File: config.mk
export PLATFORM = sky130hd
export DESIGN_NAME = int_add_result_accumulator
export DESIGN_NICKNAME = d
export VERILOG_FILES = /design/src/rtl/int_add_result_accumulator.sv
export SDC_FILE = /design/constraint.sdc
export NUM_CORES = 1
export LEC_CHECK = 0
export ABC_AREA = 1
export ABC_CLOCK_PERIOD_IN_PS = 3600
export CAP_MARGIN = 20
export CORE_MARGIN = 2
export CORE_UTILIZATION = 30
export CTS_BUF_LIST = sky130_fd_sc_hd__clkbuf_4
export CTS_CLUSTER_DIAMETER = 150
export DETAILED_ROUTE_END_ITERATION = 8
export PLACE_DENSITY = 0.53
export SKIP_CTS_REPAIR_TIMING = 1
export SYNTH_ARGS = -nofsm -noshare
export SYNTH_HDL_FRONTEND = slang
export SYNTH_SLANG_ARGS = --single-unit
File: constraint.sdc
create_clock -name clk -period 3.6 [get_ports clk]
set_clock_uncertainty 0.15 [all_clocks]
set_input_delay 0.72 -clock clk [delete_from_list [all_inputs] [get_ports clk]]
set_output_delay 0.72 -clock clk [all_outputs]
set_load 0.005 [all_outputs]
File: src/rtl/int_add_result_accumulator.sv
// ---------------------------------------------------------------------------
// int_add_result_accumulator
//
// Purpose:
//   Collects the signed result stream of the approximate integer adder and
//   sums FRAME_LEN samples per frame into a wide, saturating signed
//   accumulator. When approximation is enabled for a frame, each sample has
//   its HRDWIRED_BITWIDTH LSBs cleared before it is added. The same truncation
//   is applied by the adder. The frame sum is offered on a valid/ready output
//   together with a sticky per-frame saturation flag.
//
// Ports:
//   clk       in   1                   rising-edge clock
//   rst       in   1                   synchronous active-high reset
//   apx_ctl   in   1                   truncate samples (sampled at frame start)
//   start     in   1                   request to begin a frame
//   in_valid  in   1                   in_data valid
//   in_ready  out  1                   sample accepted this cycle (ACCUM only)
//   in_data   in   DATA_PATH_BITWIDTH  signed adder result
//   out_valid out  1                   frame result valid (HOLD only)
//   out_ready in   1                   consumer accepts result
//   out_sum   out  ACC_BITWIDTH        signed frame sum
//   out_ovf   out  1                   saturation occurred in this frame
//   busy      out  1                   block is not idle
// ---------------------------------------------------------------------------
module int_add_result_accumulator #(
    parameter int DATA_PATH_BITWIDTH = 32,
    parameter int HRDWIRED_BITWIDTH  = 16,
    parameter int ACC_BITWIDTH       = 48,
    parameter int FRAME_LEN          = 8
) (
    input  logic                          clk,
    input  logic                          rst,
    input  logic                          apx_ctl,
    input  logic                          start,
    input  logic                          in_valid,
    output logic                          in_ready,
    input  logic [DATA_PATH_BITWIDTH-1:0] in_data,
    output logic                          out_valid,
    input  logic                          out_ready,
    output logic [ACC_BITWIDTH-1:0]       out_sum,
    output logic                          out_ovf,
    output logic                          busy
);

    // The counter only ever holds 0..FRAME_LEN-1 because the final accept
    // leaves ACCUM instead of storing FRAME_LEN.
    localparam int COUNT_W = (FRAME_LEN > 1) ? $clog2(FRAME_LEN) : 1;
    localparam logic [COUNT_W-1:0] LAST_COUNT = COUNT_W'(FRAME_LEN - 1);

    localparam logic [ACC_BITWIDTH-1:0] ACC_MAX   = {1'b0, {(ACC_BITWIDTH-1){1'b1}}};
    localparam logic [ACC_BITWIDTH-1:0] ACC_MIN   = {1'b1, {(ACC_BITWIDTH-1){1'b0}}};
    localparam logic [ACC_BITWIDTH-1:0] TRUNC_MASK = {ACC_BITWIDTH{1'b1}} << HRDWIRED_BITWIDTH;

    typedef enum logic [1:0] {
        IDLE  = 2'd0,
        ACCUM = 2'd1,
        HOLD  = 2'd2
    } state_t;

    state_t                    state, state_next;
    logic [ACC_BITWIDTH-1:0]   acc, acc_next;
    logic [COUNT_W-1:0]        count, count_next;
    logic                      ovf, ovf_next;
    logic                      apx_lat, apx_lat_next;
    logic [ACC_BITWIDTH-1:0]   out_sum_next;
    logic                      out_ovf_next;

    logic [ACC_BITWIDTH-1:0]   operand_ext;
    logic [ACC_BITWIDTH-1:0]   operand;
    logic [ACC_BITWIDTH:0]     sum_wide;
    logic                      add_ovf;
    logic [ACC_BITWIDTH-1:0]   sat_sum;

    // Handshake and status outputs depend only on the registered state, so
    // nothing on the input side can reach an output combinationally.
    assign in_ready  = (state == ACCUM);
    assign out_valid = (state == HOLD);
    assign busy      = (state != IDLE);

    // Sign-extend the sample; clearing the low bits of a two's-complement
    // value rounds towards minus infinity, matching the adder's truncation.
    assign operand_ext = {{(ACC_BITWIDTH-DATA_PATH_BITWIDTH){in_data[DATA_PATH_BITWIDTH-1]}}, in_data};
    assign operand     = apx_lat ? (operand_ext & TRUNC_MASK) : operand_ext;

    // Add with one guard bit; the guard and the result MSB disagree exactly
    // when the true sum does not fit, and the guard bit gives the direction.
    assign sum_wide = {acc[ACC_BITWIDTH-1], acc} + {operand[ACC_BITWIDTH-1], operand};
    assign add_ovf  = sum_wide[ACC_BITWIDTH] ^ sum_wide[ACC_BITWIDTH-1];
    assign sat_sum  = !add_ovf               ? sum_wide[ACC_BITWIDTH-1:0] :
                      sum_wide[ACC_BITWIDTH] ? ACC_MIN : ACC_MAX;

    // Next-state and datapath update. A frame start (from IDLE, or directly
    // from HOLD on a completed handshake with start) clears the running sum
    // and latches the approximation mode for the whole frame.
    always_comb begin
        state_next   = state;
        acc_next     = acc;
        count_next   = count;
        ovf_next     = ovf;
        apx_lat_next = apx_lat;
        out_sum_next = out_sum;
        out_ovf_next = out_ovf;

        case (state)
            IDLE: begin
                if (start) begin
                    state_next   = ACCUM;
                    acc_next     = '0;
                    count_next   = '0;
                    ovf_next     = 1'b0;
                    apx_lat_next = apx_ctl;
                end
            end

            ACCUM: begin
                if (in_valid) begin
                    acc_next   = sat_sum;
                    ovf_next   = ovf | add_ovf;
                    count_next = count + 1'b1;
                    if (count == LAST_COUNT) begin
                        out_sum_next = sat_sum;
                        out_ovf_next = ovf | add_ovf;
                        state_next   = HOLD;
                    end
                end
            end

            HOLD: begin
                if (out_ready) begin
                    if (start) begin
                        state_next   = ACCUM;
                        acc_next     = '0;
                        count_next   = '0;
                        ovf_next     = 1'b0;
                        apx_lat_next = apx_ctl;
                    end else begin
                        state_next = IDLE;
                    end
                end
            end

            default: begin
                state_next = IDLE;
            end
        endcase
    end

    // State register. Reset wins over everything and throws away any
    // partial frame or unread result.
    always_ff @(posedge clk) begin
        if (rst) begin
            state   <= IDLE;
            acc     <= '0;
            count   <= '0;
            ovf     <= 1'b0;
            apx_lat <= 1'b0;
            out_sum <= '0;
            out_ovf <= 1'b0;
        end else begin
            state   <= state_next;
            acc     <= acc_next;
            count   <= count_next;
            ovf     <= ovf_next;
            apx_lat <= apx_lat_next;
            out_sum <= out_sum_next;
            out_ovf <= out_ovf_next;
        end
    end

endmodule

# Word-level counts from Yosys, hierarchy flattened
# Index checks and enable logic that the tools add are counted.
# word_totals
reg_bits	104
inputBits	38
# op_classes
addsub	2
eq_ne	7
n_mux	24
bitwise	2
reduce_logical	8
# ops
op	n
48-bit two-way mux	5
48-bit one-hot mux with 3 select lines	1
48-bit by 32-bit adder with 49-bit output	1
16-bit two-way mux	1
3-bit two-way mux	3
3-bit one-hot mux with 3 select lines	1
2-bit two-way mux	4
1-bit two-way mux	6
2-bit one-hot mux with 3 select lines	1
3-bit AND reduction	2
2-bit by 1-bit != test with 1-bit output, second input constant	2
2-bit != test, second input constant	2
4-bit AND reduction	1
2-bit nonzero test	2
3-bit by 1-bit adder with 3-bit output, second input constant	1
3-bit == test, second input constant	1
1-bit one-hot mux with 3 select lines	1
3-bit nonzero test	1
2-bit by 1-bit == test with 1-bit output, second input constant	1
2-bit == test, second input constant	1
2-bit zero test	1
1-bit one-hot mux with 2 select lines	1
2-bit AND reduction	1
1-bit bitwise OR	1
1-bit bitwise XOR	1

# Logic depth before layout (Yosys ltp)
# depth
ltp_word	6
mapped_depth	22
depth_no_buf	21

# Worst setup path before layout
# No wires, ideal clock.
# synth_timing
path_kind	in2reg
from	input in_data[0]
to	register out_sum[28]
setup_ns	0.114
t_arrival_ns	2.772
slack_ns	0.564
stages	21
path_buffers	2
path_cell_list	inv_1 -> nor2_1 -> ha_1 -> inv_1 -> fa_1 -> inv_1 -> nand2_1 -> nand2_1 -> nand3_1 -> nand2_1 -> nand2_1 -> nand2_2 -> nand2_2 -> nand4_1 -> nand2_2 -> nand2_4 -> buf_8 -> buf_12 -> nand2_4 -> o21bai_1 -> inv_1
# synth_between
elab_chain_cells	4
# synth_rtl
element	line	rtl
from (decl)	38	input logic [DATA_PATH_BITWIDTH-1:0] in_data,
16-bit two-way mux (*)	84	assign operand = apx_lat ? (operand_ext & TRUNC_MASK) : operand_ext;
48-bit by 32-bit adder with 49-bit output (*)	88	assign sum_wide = {acc[ACC_BITWIDTH-1], acc} + {operand[ACC_BITWIDTH-1], operand};
48-bit two-way mux / 1-bit bitwise XOR (equally long branches)	91, 89	
48-bit two-way mux (*)	90	assign sat_sum = !add_ovf ? sum_wide[ACC_BITWIDTH-1:0] :
to (signal assigned)	166	out_sum <= out_sum_next;
to (decl)	41	output logic [ACC_BITWIDTH-1:0] out_sum,
# Mark *: on every way between the ends. The rest lies on a longest branch, timed or not.
# A chain may end at the register's enable or synchronous reset.

# Final worst setup path
# layout_timing
from	input in_data[0]
to	register acc[42]
# layout_between
elab_chain_cells	6
# layout_rtl
element	line	rtl
16-bit two-way mux (*)	84	
48-bit by 32-bit adder with 49-bit output (*)	88	
48-bit two-way mux / 1-bit bitwise XOR (equally long branches)	91, 89	
48-bit two-way mux (*)	90	
48-bit two-way mux (*)	117	if (in_valid) begin
48-bit one-hot mux with 3 select lines (*)	105	case (state)
to (signal assigned)	162	acc <= acc_next;
to (decl)	62	logic [ACC_BITWIDTH-1:0] acc, acc_next;
# Mark *: on every way between the ends. The rest lies on a longest branch, timed or not. The select of a mux whose other input is x is not followed.

==> results.cfg <==
[clock_tree]
clockRootBuffer = clkbuf_4
clk-insertion-delay-late_ns = 0.52
htreeDepth = 3
clk_path_buf_depth = 2
cts_tree = done
numCtsBuffers = 9
clk_pin_slew_ns = 0.16
cts_sinks = 104

[synthesis]
synthAdderAreaFrac_pct = 7.59
ys.flop_type = dfxtp_1
synthSimpleGateAreaFrac_pct = 35.3
synthXorXnorAreaFrac_pct = 3.19
synth_compound_area_share_pct = 17.6
synth_enable_flop_cells = 0
synthArstFlopShare_pct = 0
ys.warnings.count = 0
synthMuxAreaShare_pct = 0
synthDistinctLibCells = 38
synthTopCellsByArea = dfxtp_1, nand2_1, inv_1
synth_top_cell_area_share_pct = 24.5
yosys.area.top_type = dfxtp_1
yosysSeqAreaShare_pct = 24.5
synth_top_family_by_area = simple AND/OR/NAND/NOR gates
synth_cells = 1381
synth_fp_nets = 1470
synthesis.area_mm2 = 0.00851
avgSynthCellArea_um2 = 6.16
ys_ff_latch = 104

[place]
dpl_cell_area_mm2 = 0.0113
dp_hpwl_um = 24400
place_congestion = 0.936
place_inst = 2015
port_buffers = 89

[floorplanning]
fp.dieH_um = 172
core_area_mm2 = 0.0279
start_util_pct = 30.5
ios = 90
die_area_mm2 = 0.0297
core.rowCount = 61
fp.dieW_um = 172

[cells_and_area]
final_cell_mix = nand2_1, buf_4, inv_1, nor2_1, dfxtp_1
mostFrequentLayoutCell = nand2_1
stdcell_count = 2032
final_core_util_pct = 41.0
nFillCells = 3069
finalNetCount = 1737
drive_gt1_share_pct = 19.2
final_cell_area_mm2 = 0.0114
area_growth_pct = 34.2

[critical_path]
r2r_slack_ns = 0.52
r2r-start = apx_lat$_SDFFE_PP0P_
worstSetupPathType = in2reg
start_kind = input port
cpPeakStageDelay_ns = 0.45
cp-end-kind = register
worstPathCellList = clkdlybuf4s50_1 > inv_1 > nor2_1 > ha_1 > inv_1 > fa_1 > inv_1 > nand2_1 > nand2_1 > nand2_1 > o21ai_0 > buf_4 > nand2_1 > nand2_1 > buf_4 > nand2_1 > nand4_1 > nand2_1 > o21ai_0 > nand2_1 > a21oi_1
timing.critical_path.mode_cell = nand2_1
cp_data_required_time_ns = 3.90
crit_arrival_ns = 3.57
r2r_end = acc[42]$_SDFFE_PP0P_
critPathBufInv = 6
cpLargestDelayFamily = buffers and inverters
slowest_stage = clkdlybuf4s50_1
cp_max_fo = 4
r2r_cells = 19

[hold_path]
holdPathStages = 2
min_to = count[2]$_SDFFE_PP0P_
hold_class = reg2reg
min-delay-start = count[2]$_SDFFE_PP0P_

[sta]
setup_viol = 0
rsz0062_at_grt = no
holdWs_ns = 0.329
max_freq_mhz = 306
finalSetupTns_ns = 0
slew_violations = 0
worst_pin_slew_ns = 0.989
hold_viol_final = 0
post-route-period-util_pct = 90.9
slew_headroom_pct = 34.0
period_needed_ns = 3.27

[power_and_ir_drop]
peakVddDrop_mv = 0.148
clkPwrFrac_pct = 16.3
power.density_mw_per_mm2 = 327
swShare_pct = 40.9
power_switching_mw = 1.53
power.internal_mw = 2.21
p_leak_nw = 5.99
p_comb_share_pct = 48.9
seqPwrFrac_pct = 34.8

[detailed_routing]
remaining_drc_errors = 0
wirelength_um = 29700
ant_nets = 0
first_pass_iters = 5
drt_iter0_drc = 468
wire_per_inst_um = 14.6
via_per_inst = 4.53
routed-via-count = 9205

[global_routing]
grt_antenna_before_repair = 1
grt_pass1_vias = 8990
grt_pass1_wl_um = 47300
grt_max_degree = 54
gr-usage-met2_pct = 35.5
use_met3_pct = 2.77
top_usage_layer = met2
grt_overflow = 0
use_met1_pct = 27.7
grt.total_usage_pct = 20.7

[outcome]
outcome = finished clean

[flow_run]
max_cap_viol_count = 0
[routing by layer]
metal	vias to the layer above	share of wire, %
li1	4866	-
met1	4195	48
met2	122	47
met3	22	3.3
met4	0	1.3
met5	-	0
[through the flow]
stage                     power [mW]  setup slack (ns)
after CTS                       3.79             0.250
after floorplan                 2.38             0.564
after global placement          3.16            -0.210
after detailed placement        3.17            -0.215
final                           3.74             0.328
after global routing            4.02            0.0242
[synthesized netlist by cell type (all sizes together), types with 16 or more instances]
library cell and number:
xor2 22, o21bai 49, dfxtp 104, nand4 21, inv 207, clkbuf 26, a21oi 114, ha 50
o21ai 85, nor2 143, buf 16, nand2 476, nand3 33
[power by group through the flow]
stage	sequential, mW	clock (mW)	combinational [mW]
2_1_floorplan	1.31	0	1.07
3_3_place_gp	1.33	0	1.83
3_5_place_dp	1.33	0	1.84
4_1_cts	1.30	0.633	1.85
5_1_grt	1.31	0.663	2.04
6_report	1.30	0.608	1.83
[state kept, by name, indices dropped and copies added, names as in the netlist]
signal   count
ovf          1
count        3
state        2
acc         48
out_ovf      1
out_sum     48
apx_lat      1
[logic make-up after synthesis]
logic type,Yosys count
simple gates,689
compound gates,256
buf+inv,250
flops,104
fa+ha+maj,51
xor+xnor,31
[tightest hold or removal path, stage by stage, from the launching register on]
cell and delay, ns:
dfxtp_1 0.35, nand2_1 0.06, a21oi_1 0.05
[worst max-delay path by stage]
stage / start / endpoint / slack (ns) / cells after the start
2_1_floorplan: in_data[0] / out_sum[28]$_SDFFE_PP0P_ / 0.56 / 21
3_3_place_gp: in_data[0] / acc[42]$_SDFFE_PP0P_ / -0.21 / 21
3_5_place_dp: in_data[0] / acc[42]$_SDFFE_PP0P_ / -0.21 / 21
4_1_cts: apx_lat$_SDFFE_PP0P_ / acc[42]$_SDFFE_PP0P_ / 0.25 / 17
5_1_grt: in_data[0] / acc[43]$_SDFFE_PP0P_ / 0.02 / 22
6_report: in_data[0] / acc[42]$_SDFFE_PP0P_ / 0.33 / 21
[area by class of cell]
| cell class | instances | area (um^2) | share of cell area, % |
|---|---|---|---|
| multi-input combinational | 1027 | 5430 | 47.6 |
| timing repair buffer | 298 | 2530 | 22.2 |
| sequential | 104 | 2080 | 18.2 |
| inverter | 208 | 781 | 6.84 |
| tap | 378 | 473 | 4.14 |
| clock buffer | 10 | 75.1 | 0.657 |
| clock inverter | 6 | 42.5 | 0.373 |
| antenna | 1 | 2.50 | 0.0219 |
(Power assumes the default switching activity.)
